`src/rtl/fetch_unit.sv`:
```
// Instruction fetch unit: issues in-order word fetches, tracks in-flight requests,
// buffers returned words in a prefetch FIFO, and discards stale responses after redirects.
module fetch_unit #(
  parameter int unsigned DEPTH    = 4,
  parameter logic [31:0] RESET_PC = 32'h0000_0000
) (
  input  logic        i_clk,
  input  logic        i_rst,
  output logic        o_imem_req,
  output logic [31:0] o_imem_addr,
  input  logic        i_imem_ready,
  input  logic        i_imem_rvalid,
  input  logic [31:0] i_imem_rdata,
  input  logic        i_redirect_vld,
  input  logic [31:0] i_redirect_pc,
  output logic        o_insn_vld,
  output logic [31:0] o_insn,
  output logic [31:0] o_pc,
  input  logic        i_insn_rdy,
  output logic        o_misaligned,
  output logic [31:0] o_pc_debug
);

  localparam int unsigned AW = $clog2(DEPTH);
  localparam int unsigned CW = $clog2(DEPTH) + 2;
  localparam int unsigned SW = CW + 1;

  typedef enum logic [0:0] {RUN, MISALIGN} state_t;

  state_t state, state_nxt;

  logic [31:0]   f_pc;
  logic [31:0]   fifo_insn [DEPTH];
  logic [31:0]   fifo_pc   [DEPTH];
  logic [31:0]   tag_pc    [DEPTH];
  logic [AW-1:0] fifo_rd, fifo_wr;
  logic [AW-1:0] tag_rd, tag_wr;
  logic [CW-1:0] fifo_count;
  logic [CW-1:0] inflight;
  logic [CW-1:0] drop_cnt;
  logic [CW-1:0] live;
  logic          handshake;
  logic          rsp_live;
  logic          push;
  logic          pop;

  // Stale requests are the ones drop_cnt will swallow; the rest own a tag entry.
  assign live      = inflight - drop_cnt;
  assign handshake = o_imem_req & i_imem_ready;
  assign rsp_live  = i_imem_rvalid & (drop_cnt == '0);
  assign push      = rsp_live & ~i_redirect_vld;
  assign pop       = o_insn_vld & i_insn_rdy & ~i_redirect_vld;

  assign o_imem_req  = ~i_rst & (state == RUN) & ~i_redirect_vld &
                       ((SW'(fifo_count) + SW'(live)) < SW'(DEPTH));
  assign o_imem_addr = f_pc;

  assign o_insn_vld   = ~i_rst & (fifo_count != '0);
  assign o_insn       = fifo_insn[fifo_rd];
  assign o_pc         = fifo_pc[fifo_rd];
  assign o_misaligned = (state == MISALIGN);

  always_ff @(posedge i_clk) begin
    if (i_rst) state <= RUN;
    else       state <= state_nxt;
  end

  // Any redirect decides the mode purely from target alignment.
  always_comb begin
    state_nxt = state;
    if (i_redirect_vld) begin
      state_nxt = (i_redirect_pc[1:0] != 2'b00) ? MISALIGN : RUN;
    end
  end

  always_ff @(posedge i_clk) begin
    if (i_rst) begin
      f_pc       <= RESET_PC;
      fifo_rd    <= '0;
      fifo_wr    <= '0;
      fifo_count <= '0;
      tag_rd     <= '0;
      tag_wr     <= '0;
      inflight   <= '0;
      drop_cnt   <= '0;
      o_pc_debug <= '0;
    end else if (i_redirect_vld) begin
      // Everything still outstanding becomes stale; a same-cycle response is already gone.
      f_pc       <= i_redirect_pc;
      fifo_rd    <= '0;
      fifo_wr    <= '0;
      fifo_count <= '0;
      tag_rd     <= '0;
      tag_wr     <= '0;
      inflight   <= inflight - CW'(i_imem_rvalid);
      drop_cnt   <= inflight - CW'(i_imem_rvalid);
    end else begin
      if (handshake) f_pc <= f_pc + 32'd4;
      if (push)      fifo_wr <= fifo_wr + AW'(1);
      if (pop)       fifo_rd <= fifo_rd + AW'(1);
      if (pop)       o_pc_debug <= o_pc;
      if (handshake) tag_wr <= tag_wr + AW'(1);
      if (rsp_live)  tag_rd <= tag_rd + AW'(1);
      fifo_count <= fifo_count + CW'(push) - CW'(pop);
      inflight   <= inflight + CW'(handshake) - CW'(i_imem_rvalid);
      if (i_imem_rvalid && (drop_cnt != '0)) drop_cnt <= drop_cnt - CW'(1);
    end
  end

  // Payload storage needs no reset; validity lives in the pointers and counts.
  always_ff @(posedge i_clk) begin
    if (push) begin
      fifo_insn[fifo_wr] <= i_imem_rdata;
      fifo_pc[fifo_wr]   <= tag_pc[tag_rd];
    end
    if (handshake) tag_pc[tag_wr] <= f_pc;
  end

endmodule

```
`config.mk`:
```
export PLATFORM = sky130hd
export DESIGN_NAME = fetch_unit
export DESIGN_NICKNAME = d
export VERILOG_FILES = /design/src/rtl/fetch_unit.sv
export SDC_FILE = /design/constraint.sdc
export NUM_CORES = 1
export LEC_CHECK = 0
export BUFFER_PORTS_ARGS = -buffer_cell sky130_fd_sc_hd__buf_2
export CAP_MARGIN = 20
export CORE_ASPECT_RATIO = 1.4
export CORE_MARGIN = 2
export CORE_UTILIZATION = 50
export CTS_CLUSTER_DIAMETER = 80
export DETAILED_ROUTE_END_ITERATION = 10
export GPL_TIMING_DRIVEN = 1
export PLACE_DENSITY = 0.79
export SLEW_MARGIN = 20
export SYNTH_ARGS = -nofsm -noshare
export SYNTH_HDL_FRONTEND = slang
export SYNTH_SLANG_ARGS = --single-unit
```
`constraint.sdc`:
```
create_clock -name i_clk -period 3.6 [get_ports i_clk]
set_input_delay 0 -clock i_clk [delete_from_list [all_inputs] [get_ports i_clk]]
set_output_delay 0 -clock i_clk [all_outputs]
set_load 0.02 [all_outputs]
```
; ---- Word level (Yosys, flattened, before mapping)
; Memory sizes are Yosys's and may differ from the RTL's. A register that Yosys moved wholly into a read port is not among the register bits.
; Cells that the tools add are included.
[totals]
n_memories = 3
ram_bits = 384
output_inout_bits = 131
input_bits = 70
elab_cells = 64
reg_bits = 85
[op_classes]
n_reduce_logical = 9
order_cmp = 1
bitwise = 12
addsub = 13
n_mux = 16
[mem_list]
columns = memory, words, width, read_ports, rd_ports_with_merged_regs, write_ports, line_no
row1 = fifo_insn, 4, 32, 1, 1, 1, 33  ; logic [31:0] fifo_insn [DEPTH];
row2 = fifo_pc, 4, 32, 1, 1, 1, 34  ; logic [31:0] fifo_pc [DEPTH];
row3 = tag_pc, 4, 32, 1, 1, 1, 35  ; logic [31:0] tag_pc [DEPTH];
[ops]
columns = op, count
row1 = 2-to-1 mux 32 bit, 2
row2 = adder 32 x 3 -> 32 bit (second input constant), 1
row3 = 2-to-1 mux 2 bit, 6
row4 = 2-to-1 mux 4 bit, 3
row5 = subtractor 4 x 1 -> 4 bit, 3
row6 = bitwise AND 1 bit, 9
row7 = adder 2 x 1 -> 2 bit (second input constant), 4
row8 = adder 4 x 1 -> 4 bit, 2
row9 = nonzero test 4 bit, 2
row10 = nonzero test 2 bit, 3
row11 = adder 4 x 4 -> 5 bit, 1
row12 = less-than comparator 5 x 3 -> 1 bit (second input constant), 1
row13 = 2-to-1 mux 1 bit, 5
row14 = zero test 4 bit, 1
row15 = subtractor 4 x 1 -> 4 bit (second input constant), 1
row16 = subtractor 4 bit, 1
row17 = NOT 1 bit, 3
row18 = AND reduction 2 bit, 1
row19 = OR reduction 2 bit, 1
row20 = logical AND 1 bit, 1

; ---- Logic depth before layout (Yosys ltp)
; Gate-level depths: netlist of run 1.
[depth]
ltp_word = 8
ltp_mapped = 19
depth_no_buf = 18

; ---- Least setup slack after synthesis of run 1
; No wires, ideal clock.
[synth_path]
path_kind = reg-to-reg
start = register inflight[0]
end = register inflight[1]
path_stages_with_launch = 18
period_less_slack_ns = 3.672
slack_ns = -0.072
setup_ns = 0.070
path_buffers = 1
arrival_time_ns = 3.601
t_required_ns = 3.530
path_cell_list = dfxtp_1 > inv_1 > ha_1 > inv_1 > fa_1 > xor2_1 > ha_1 > nor4_1 > and4_1 > inv_2 > buf_2 > ha_1 > inv_1 > ha_1 > inv_1 > fa_1 > or2_2 > a21oi_1
[synth_via]
elab_chain_len = 8
word_cells_on_any_way = 9
cone_classes = add/sub: 5 / order compare: 1 / mux: 1 / bitwise: 2
[synth_lines]
columns = item, line_no
row1 = start: declaration, 39  ; logic [CW-1:0] inflight;
row2 = start signal: assignment, 95  ; inflight <= inflight - CW'(i_imem_rvalid);
row3 = start signal: assignment, 105  ; inflight <= inflight + CW'(handshake) - CW'(i_imem_rvalid);
row4 = subtractor 4 bit, 48  ; assign live = inflight - drop_cnt;
row5 = adder 4 x 4 -> 5 bit, 55  ; ((SW'(fifo_count) + SW'(live)) < SW'(DEPTH));
row6 = less-than comparator 5 x 3 -> 1 bit, 55
row7 = bitwise AND 1 bit, 54  ; assign o_imem_req = ~i_rst & (state == RUN) & ~i_redirect_vld &
row8 = bitwise AND 1 bit, 49  ; assign handshake = o_imem_req & i_imem_ready;
row9 = adder 4 x 1 -> 4 bit, 105
row10 = subtractor 4 x 1 -> 4 bit, 105
row11 = 2-to-1 mux 4 bit *, 87  ; end else if (i_redirect_vld) begin
; Every way passes the cells marked *; elsewhere a longest branch is shown, timed or not.
; A chain may end at the register's enable or synchronous reset.

; ---- Final worst setup path of run 1
; Ends and elaborated chain as after synthesis.

==> qor.csv, run 1 <==
stage;metric;value;unit
global_route;initial antenna violation count;0;
final_layout;Multi-input gate area;0.00469;mm^2
yosys;synthesis warning total;0;
sta;Slew @ Worst Pin;0.963;ns
global_route;first-pass GRT wire length;59.0;mm
yosys;Synth top area share;0.631;
sta;final setup margin;0.114;ns
clock_tree;worst skew pair latency;0.54;ns
yosys;most frequent cell after synthesis;edfxtp_1;
clock_tree;CTS clk-pin slew, worst paths;0.06;ns
power;worst IR drop on VDD;0.000307;V
route;routed vias;10375;
placed_design;IO Port Bufs;200;
yosys;fraction of the mapped netlist area in compound gates;0.0294;
final_layout;# diodes;0;
global_route;GR Util All Layers;0.198;
yosys;Mean Syn Cell Area;17.5;um^2
clock_tree;total CTS buffers;44;
yosys;Post-Synth Adder-Cell Area;0.0231;
yosys;synth unique cells;57;
yosys;Post-synth top flop;edfxtp_1;
run_status;outcome;finished clean;
final_layout;register area;0.0133;mm^2
sta;worst clock skew;0.0107;ns
critical_path;Arr. time, crit path;3.95;ns
die;# IOs;201;
yosys;xor/xnor share of the synthesized area;0.0125;
yosys;Post-Syn Instances;1046;
clock_tree;CTS tree;yes;
critical_path;Crit Path Class;reg -> reg;
clock_tree;depth of the CTS H-tree;2;
final_layout;synthesis-to-layout area growth;20.6;%
final_layout;Final Util;0.614;
sta;Final min period;3.49;ns
global_route;largest net degree at the start of global routing;65;
power;Lkg Pwr;7.75;nW
yosys;Mapped Nets;1148;
yosys;Synth top cells by count;edfxtp_1 (384), nand2_1 (97), mux4_2 (96);
placed_design;gpl congestion;0.845;
yosys;Synth Register Bits;473;
critical_path;worst path required time;4.06;ns
die;core area;0.0359;mm^2
yosys;Post-synth EDFFs;384;
placed_design;Final HPWL DP;23.5;mm
clock_tree;CTS root buffer;clkbuf_16;
placed_design;placed cell count;1681;
route;ANT nets after route;0;
route;Initial DRC Count;940;
sta;Slew HR;0.358;
yosys;largest family of logic cells by synthesized area;multiplexers;
sta;Max Slew Vio Count;0;
yosys;simple-gate share of the synthesized area;0.0680;
yosys;top cell type by total area after synthesis;edfxtp_1;
power;power density cells;522;mW/mm^2
route;drt wl/cell;20.8;um
route;1st-pass router iterations;5;
route;Vias/cell;5.66;
placed_design;Setup Slack @ Placement;-0.00815;ns
sta;Fin Setup TNS;0;ns
die;effective utilization at floorplan;0.509;
die;# rows;82;
sta;final period utilization;0.968;
global_route;vias in the first global route;10675;
yosys;Syn Std Cell Area;0.0183;mm^2
sta;Hold Slack;0.0804;ns
final_layout;layout cells sized above 1;0.298;
yosys;Async SR Flop Fraction;0;
sta;Fmax achieved;0.287;GHz
clock_tree;clock sinks;473;
global_route;global route total overflow;0;
final_layout;Fillers;2535;
die;Die Wd;166;um
critical_path;Startpoint Class;register;
route;Routed WL;38.2;mm
sta;Final setup viols;0;
die;die area;0.0381;mm^2
yosys;mux cell area share after synthesis;0.120;
worst_hold_path;worst hold path class;in -> reg;
yosys;post-synthesis sequential area ratio;0.728;
clock_tree;CTS max path bufs;3;
critical_path;Worst setup EP type;register;
yosys;ranking of synthesized cells by area;edfxtp_1 (63%), mux4_2 (12%), dfxtp_1 (9.7%);
die;die extent in y;230;um
flow_run;Max-Cap Viols;0;
final_layout;nets@finish;1439;
sta;Final Hold Fails;0;
route;DRC violations left;0;
final_layout;Non-Filler Instances;1833;
critical_path;CP max FO;4;
-- final timing paths --
path	startpoint	end	slack, ns	depth (start not counted)
min reg2reg	o_pc_debug[17]$_SDFFE_PP0P_	o_pc_debug[17]$_SDFFE_PP0P_	0.45	2
max reg2reg	inflight[0]$_SDFF_PP0_	inflight[1]$_SDFF_PP0_	0.11	16
min	i_redirect_vld	o_imem_addr[25]$_SDFFE_PP0N_	0.08	3
max	inflight[0]$_SDFF_PP0_	inflight[1]$_SDFF_PP0_	0.11	16
-- state kept, by name, summed over array words and instances (netlist names), named ones only --
register,flops
fifo_pc,128
o_pc_debug,32
fifo_insn,128
tag_rd,2
o_imem_addr,32
fifo_count,4
o_misaligned,1
fifo_rd,2
fifo_wr,2
inflight,4
tag_pc,128
tag_wr,2
drop_cnt,4
-- layout make-up --
class,instances,area share
clock inverter,19,0.00692
multi-input combinational,494,0.213
sequential,473,0.604
timing repair buffer,297,0.0903
tap,462,0.0262
inverter,27,0.00460
clock buffer,61,0.0552
-- kinds of logic after synthesis --
family	Yosys count
AO/OA/AOI/OAI	84
multiplexers	100
buffers and inverters	79
flip-flops	473
adder cells (fa/ha/maj)	32
AND/OR/NAND/NOR	252
XOR/XNOR	26
-- critical path, cell delays in order, from the launching register on --
cell,delay (ns)
dfxtp_1,0.32
inv_1,0.08
ha_1,0.14
inv_1,0.06
fa_1,0.37
xor2_1,0.19
ha_2,0.31
nor4_4,0.20
and4_1,0.28
inv_2,0.06
ha_1,0.27
inv_1,0.06
ha_2,0.17
inv_1,0.05
fa_1,0.41
or2_2,0.29
a21oi_1,0.15
-- metrics by stage --
step                power (mW)  instance area [um^2]
detailed placement        7.12                 19900
finish                    11.5                 22000
global route              11.9                 22000
floorplan                 6.81                 18300
CTS                       11.6                 22000
global placement          7.09                 19900
-- what timing repair did --
item,4_1_cts,5_1_grt
setup buffers,1,1
resized for setup,1,7
endpoints found under the hold margin,165,0
hold buffers,70,0
endpoints found under the setup margin,1,5
gates cloned,0,0
pin swaps,1,2
-- cell usage in the layout (no fill, tap or decap), types with 13 or more instances in the layout --
| cell type | instances |
|---|---|
| a21oi_1 | 28 |
| buf_2 | 200 |
| buf_4 | 20 |
| clkbuf_1 | 13 |
| clkbuf_16 | 45 |
| dfxtp_1 | 84 |
| dlygate4sd3_1 | 70 |
| edfxtp_1 | 384 |
| ha_1 | 27 |
| inv_1 | 22 |
| mux4_2 | 96 |
| nand2_1 | 97 |
| nand3_1 | 40 |
| nand4_1 | 14 |
| nor2_1 | 41 |
| xnor2_1 | 16 |
-- layer usage --
| layer | share of wire | wire, um | up-vias | track usage |
|---|---|---|---|---|
| li1 | - | - | 4675 | - |
| met1 | 0.40 | 15300 | 5207 | 0.249 |
| met2 | 0.52 | 19800 | 410 | 0.350 |
| met3 | 0.055 | 2080 | 83 | 0.0296 |
| met4 | 0.028 | 1060 | 0 | 0.0696 |
| met5 | 0 | 0 | - | 0 |
-- power by group --
| part | switching [mW] | internal (mW) |
|---|---|---|
| registers | 0.111 | 6.07 |
| logic | 0.530 | 0.399 |
| clock network | 1.89 | 2.51 |
No activity file was read; power rests on OpenSTA's default activity.
==> run 2: changes to the inputs <==
==> constraint.sdc (replaced) <==
create_clock -name i_clk -period 3.05 [get_ports i_clk]
set_input_delay 0 -clock i_clk [delete_from_list [all_inputs] [get_ports i_clk]]
set_output_delay 0 -clock i_clk [all_outputs]
set_load 0.02 [all_outputs]
==> qor.csv, run 2 (synthesis results as in run 1) <==
stage;metric;value;unit;change
run_status;outcome;finished, violations left;;
run_status;failing checks;setup timing;;
critical_path;CP max FO;2;;-2
sta;final period utilization;1.06;;+0.0890
critical_path;Crit Path Class;reg -> reg;;
sta;Final Hold Fails;0;;unchanged
die;effective utilization at floorplan;0.509;;unchanged
sta;Hold Slack;0.0911;ns;+0.0107 ns
sta;Fin Setup TNS;-0.353;ns;-0.353 ns
route;Routed WL;38.1;mm;-0.15%
clock_tree;CTS clk-pin slew, worst paths;0.06;ns;about the same
die;die extent in y;230;um;unchanged
final_layout;layout cells sized above 1;0.325;;+0.0266
die;core area;0.0359;mm^2;unchanged
global_route;first-pass GRT wire length;59.5;mm;+0.84%
critical_path;R2R Setup Slk;-0.18;ns;-0.29 ns
route;ANT nets after route;0;;unchanged
route;1st-pass router iterations;7;;+2
sta;Fmax achieved;0.310;GHz;+8.1%
global_route;GR Util All Layers;0.200;;+0.00221
global_route;global route total overflow;0;;unchanged
route;met3 WL post-DR;2.12;mm;+1.5%
route;drt wl/cell;20.6;um;-1.2%
final_layout;Top Registers;fifo_insn: 128 flops, fifo_pc: 128 flops, tag_pc: 128 flops;;
route;Initial DRC Count;808;;-14%
flow_run;Max-Cap Viols;0;;unchanged
global_route;vias in the first global route;10577;;-0.92%
clock_tree;total CTS buffers;43;;-2.3%
sta;worst clock skew;0.0142;ns;+0.00351 ns
critical_path;crit path buf inv count;4;;-1
clock_tree;depth of the CTS H-tree;2;;unchanged
route;Vias/cell;5.56;;-1.7%
clock_tree;worst skew pair latency;0.54;ns;about the same
critical_path;Worst path most repeated cell;ha_4;;
critical_path;Startpoint Class;register;;
route;DRC violations left;0;;unchanged
critical_path;CP max-delay cell;fa_2;;
route;top layer in use;met4;;
clock_tree;CTS tree;yes;;
critical_path;critical-path cell list;inv_4 -> ha_4 -> a21o_1 -> a21oi_2 -> xnor2_1 -> ha_1 -> nor4_4 -> and4_4 -> inv_4 -> ha_4 -> inv_2 -> ha_4 -> inv_2 -> fa_2 -> or2_4 -> a21oi_2;;
sta;RSZ-0062 raised after global routing;yes;;
placed_design;Final HPWL DP;24.3;mm;+3.2%
sta;Slew @ Worst Pin;0.775;ns;-0.189 ns
final_layout;commonest non-fill, non-tap cell in the layout;edfxtp_1;;
sta;Final min period;3.23;ns;-0.261 ns
power;worst IR drop on VDD;0.000432;V;+40%
global_route;initial antenna violation count;0;;unchanged
route;met2 routed WL;20.0;mm;+1.2%
placed_design;IO Port Bufs;200;;unchanged
global_route;largest net degree at the start of global routing;48;;-26%
route;wire length on met1;15.1;mm;-1.0%
critical_path;Worst setup EP type;register;;
critical_path;CP peak stage delay;0.42;ns;about the same
clock_tree;CTS max path bufs;3;;unchanged
final_layout;synthesis-to-layout area growth;22.9;%;
clock_tree;clock sinks;473;;unchanged
die;# IOs;201;;unchanged
sta;final setup margin;-0.175;ns;-0.289 ns
sta;Slew HR;0.480;;+0.123
critical_path;Crit path max-delay family;adder cells;;
placed_design;gpl congestion;0.831;;-1.7%
worst_hold_path;worst hold path class;in -> reg;;
sta;Final setup viols;3;;+3
die;# rows;82;;unchanged
die;die area;0.0381;mm^2;unchanged
sta;Max Slew Vio Count;0;;unchanged
final_layout;commonest non-fill, non-tap cells in the layout;edfxtp_1 (384), buf_2 (200), nand2_1 (97);;
final_layout;nets@finish;1460;;+1.5%
final_layout;# diodes;0;;unchanged
critical_path;worst path required time;3.51;ns;-0.55 ns
route;routed vias;10307;;-0.66%
critical_path;Arr. time, crit path;3.69;ns;-0.26 ns
power;power density cells;613;mW/mm^2;+17%
clock_tree;CTS root buffer;clkbuf_16;;
die;Die Wd;166;um;unchanged
power;Lkg Pwr;7.91;nW;+2.1%
## run 2: cell types whose count changed in the layout (fill, tap and decap cells not counted), moves of 3 or more
cell / previous run / this run
and2_2: 0 / 4
clkinv_1: 8 / 4
buf_12: 7 / 16
buf_4: 20 / 33
ha_1: 27 / 24
inv_1: 22 / 18
clkinv_2: 7 / 4
clkbuf_1: 13 / 16
ha_4: 0 / 4
and2_1: 10 / 6
## run 2: through the flow
stage | total power [mW] | instance area, um^2 | util | instances | setup WS [ns]
floorplan | 8.08 | 18400 | - | 1046 | -0.270
global placement | 8.47 | 20300 | 0.565 | 1702 | -0.163
detailed placement | 8.52 | 20300 | 0.565 | 1702 | -0.241
CTS | 13.9 | 22400 | 0.624 | 1852 | -0.246
global route | 14.3 | 22500 | 0.626 | 1853 | -0.285
finish | 13.8 | 22500 | 0.626 | 1853 | -0.175
## run 2: worst paths after layout
kind	start	to	depth (start not counted)
worst max register to register	drop_cnt[1]$_SDFFE_PP0P_	inflight[1]$_SDFF_PP0_	16
worst min register to register	o_pc_debug[9]$_SDFFE_PP0P_	o_pc_debug[9]$_SDFFE_PP0P_	2
worst max-delay path	drop_cnt[1]$_SDFFE_PP0P_	inflight[1]$_SDFF_PP0_	16
worst min-delay path	i_rst	o_imem_addr[15]$_SDFFE_PP0N_	3
## run 2: report_power, final
group          internal (mW)  total, mW  switching [mW]
Clock                   3.06       5.27            2.21
Sequential              7.16       7.29           0.128
Combinational          0.551       1.21           0.662
## run 2: area by class of cell
cell class                      instances  area, um^2
Fill cell                            2500       13400
Multi-Input combinational cell        494        4790
Clock buffer                           64        1230
Clock inverter                         14         164
Timing Repair Buffer                  319        2270
Sequential cell                       473       13300
Inverter                               27         106
Tap cell                              462         578
## run 2: metal layers
metal | GRT usage | up-vias
li1 | - | 4723
met1 | 0.255 | 5136
met2 | 0.353 | 385
met3 | 0.0318 | 63
met4 | 0.0622 | 0
met5 | 0 | -
## run 2: worst reg2reg max path: cells and delay by family (launching register included)
family                     cells  cell delay [ns]
AOI/OAI and AO/OA              3             0.42
xor gates and xnor gates       1             0.14
adders and majority gates      5             1.30
buffers and inverters          4             0.19
DFF                            1             0.35
and+or+nand+nor                3             0.77
## run 2: what timing repair did
action,in CTS,in global routing
setup endpoints to repair,3,117
endpoints found under the hold margin,164,0
hold buffers,70,0
buffers inserted,2,1
gates resized for setup,7,5
pin swaps,8,3
==> run 3: changes to the inputs <==
--- a/config.mk
+++ b/config.mk
@@ -9,11 +9,11 @@
 export CAP_MARGIN = 20
 export CORE_ASPECT_RATIO = 1.4
 export CORE_MARGIN = 2
-export CORE_UTILIZATION = 50
+export CORE_UTILIZATION = 30
 export CTS_CLUSTER_DIAMETER = 80
 export DETAILED_ROUTE_END_ITERATION = 10
 export GPL_TIMING_DRIVEN = 1
-export PLACE_DENSITY = 0.79
+export PLACE_DENSITY = 0.55
 export SLEW_MARGIN = 20
 export SYNTH_ARGS = -nofsm -noshare
 export SYNTH_HDL_FRONTEND = slang
==> qor.csv, run 3 (synthesis results as in run 1) <==
stage;metric;value;unit;change
critical_path;crit path buf inv count;5;;+1
die;Die Wd;213;um;+28%
final_layout;commonest non-fill, non-tap cell in the layout;edfxtp_1;;
critical_path;CP max-delay cell;fa_2;;
clock_tree;worst skew pair latency;0.58;ns;+0.04 ns
route;Routed WL;42.8;mm;+12%
global_route;global route total overflow;0;;unchanged
sta;Final min period;3.15;ns;-0.0730 ns
final_layout;commonest non-fill, non-tap cells in the layout;edfxtp_1 (384), buf_2 (200), nand2_1 (97);;
run_status;failing checks;setup timing;;
sta;Fin Setup TNS;-0.163;ns;+0.190 ns
final_layout;nets@finish;1469;;+0.62%
global_route;grt peak-use layer;met2;;
sta;Slew HR;0.596;;+0.115
worst_hold_path;worst hold path class;in -> reg;;
power;Lkg Pwr;7.97;nW;+0.80%
clock_tree;CTS root buffer;clkbuf_16;;
die;die extent in y;296;um;+29%
final_layout;# diodes;0;;unchanged
final_layout;synthesis-to-layout area growth;26.0;%;
placed_design;gpl congestion;0.753;;-9.4%
final_layout;layout cells sized above 1;0.332;;+0.00696
critical_path;Worst path most repeated cell;inv_2;;
sta;Final setup viols;2;;-1
sta;worst clock skew;0.0239;ns;+0.00970 ns
clock_tree;clock sinks;473;;unchanged
global_route;initial antenna violation count;0;;unchanged
power;power density cells;616;mW/mm^2;+0.42%
sta;Slew @ Worst Pin;0.607;ns;-0.168 ns
critical_path;worst path required time;3.54;ns;+0.03 ns
die;# IOs;201;;unchanged
global_route;met1 usage;0.165;;-0.0897
clock_tree;depth of the CTS H-tree;2;;unchanged
critical_path;CP max FO;2;;unchanged
critical_path;Crit path max-delay family;adder cells;;
global_route;first-pass GRT wire length;64.0;mm;+7.4%
sta;final period utilization;1.03;;-0.0239
critical_path;critical-path cell list;inv_2 -> ha_4 -> inv_2 -> fa_2 -> xor2_1 -> ha_2 -> nor4_4 -> and4_4 -> inv_4 -> ha_4 -> inv_2 -> ha_4 -> inv_2 -> fa_2 -> or2_4 -> a21oi_2;;
critical_path;Worst setup EP type;register;;
route;routed vias;10270;;-0.36%
clock_tree;total CTS buffers;47;;+9.3%
die;die area;0.0630;mm^2;+65%
global_route;vias in the first global route;10597;;+0.19%
sta;Fmax achieved;0.317;GHz;+2.3%
critical_path;Startpoint Class;register;;
route;Vias/cell;4.62;;-17%
route;1st-pass router iterations;6;;-1
sta;final setup margin;-0.102;ns;+0.0730 ns
critical_path;Crit Path Class;reg -> reg;;
global_route;GR Util All Layers;0.136;;-0.0640
global_route;met2 usage;0.242;;-0.111
clock_tree;CTS tree;yes;;
clock_tree;CTS clk-pin slew, worst paths;0.06;ns;about the same
route;Initial DRC Count;569;;-30%
critical_path;CP peak stage delay;0.41;ns;about the same
route;drt wl/cell;19.3;um;-6.4%
sta;Max Slew Vio Count;0;;unchanged
die;core area;0.0605;mm^2;+69%
placed_design;IO Port Bufs;200;;unchanged
run_status;outcome;finished, violations left;;
clock_tree;CTS max path bufs;3;;unchanged
final_layout;Final Util;0.381;;-0.245
sta;RSZ-0062 raised after global routing;yes;;
route;DRC violations left;0;;unchanged
global_route;met3 usage;0.0230;;-0.00886
route;ANT nets after route;0;;unchanged
flow_run;Max-Cap Viols;0;;unchanged
power;worst IR drop on VDD;0.000342;V;-21%
critical_path;Arr. time, crit path;3.64;ns;-0.05 ns
placed_design;Final HPWL DP;27.0;mm;+11%
die;# rows;107;;+30%
final_layout;Top Registers;fifo_insn: 128 flops, fifo_pc: 128 flops, tag_pc: 128 flops;;
sta;Final Hold Fails;0;;unchanged
global_route;largest net degree at the start of global routing;65;;+35%
die;effective utilization at floorplan;0.302;;-0.207
==> run 3: changes by cell type in the layout (fill, tap and decap cells not counted), moves of 3 or more <==
cell	before	now
clkinvlp_4	2	5
clkbuf_16	45	51
buf_4	33	39
clkbuf_1	16	11
==> run 3: power breakdown <==
| part | internal, mW | switching (mW) |
|---|---|---|
| registers | 7.16 | 0.117 |
| logic | 0.550 | 0.683 |
| clock network | 3.24 | 2.44 |
| total | 10.9 | 3.24 |
==> run 3: final timing paths <==
check / start / to / slack, ns / cells past startpoint
min reg2reg: o_pc_debug[15]$_SDFFE_PP0P_ / o_pc_debug[15]$_SDFFE_PP0P_ / 0.45 / 2
max: inflight[0]$_SDFF_PP0_ / inflight[1]$_SDFF_PP0_ / -0.10 / 16
max reg2reg: inflight[0]$_SDFF_PP0_ / inflight[1]$_SDFF_PP0_ / -0.10 / 16
min: i_imem_rdata[2] / fifo_insn[3][2]$_DFFE_PP_ / 0.18 / 2
==> run 3: metrics by stage <==
stage | setup slack [ns] | hold slack (ns) | std cells | instance area, um^2 | power (mW)
after floorplan | -0.270 | 0.0989 | 1046 | 18400 | 8.08
after CTS | -0.189 | 0.125 | 2221 | 23000 | 14.4
final | -0.102 | 0.176 | 2221 | 23000 | 14.2
after detailed placement | -0.197 | 0.221 | 2062 | 20800 | 8.56
after global placement | -0.177 | 0.212 | 2062 | 20800 | 8.53
after global routing | -0.279 | 0.151 | 2221 | 23000 | 14.8
==> run 3: worst reg2reg max path: cells and delay by family, from the launching register on <==
| kind | cells | cell delay [ns] |
|---|---|---|
| buf+inv | 5 | 0.23 |
| compound gates | 1 | 0.10 |
| fa+ha+maj | 6 | 1.58 |
| xor+xnor | 1 | 0.18 |
| simple gates | 3 | 0.67 |
| flops | 1 | 0.32 |
==> run 3: routing by layer <==
| layer | vias up | wire length [um] |
|---|---|---|
| li1 | 4733 | - |
| met1 | 5237 | 17800 |
| met2 | 238 | 22000 |
| met3 | 62 | 1710 |
| met4 | 0 | 1270 |
| met5 | - | 0 |
==> run 3: layout make-up <==
class / count / area (um^2)
Inverter: 27 / 109
Timing Repair Buffer: 324 / 2280
Clock inverter: 20 / 149
Tap cell: 817 / 1020
Sequential cell: 473 / 13300
Fill cell: 5742 / 37500
Clock buffer: 66 / 1370
Multi-Input combinational cell: 494 / 4780
==> run 3: repair_timing <==
action | 4_1_cts | 5_1_grt
buffers inserted | 2 | 0
endpoints found under the hold margin | 165 | 0
pin swaps | 7 | 14
setup endpoints to repair | 3 | 45
hold buffers | 71 | 0
resized for setup | 4 | 7
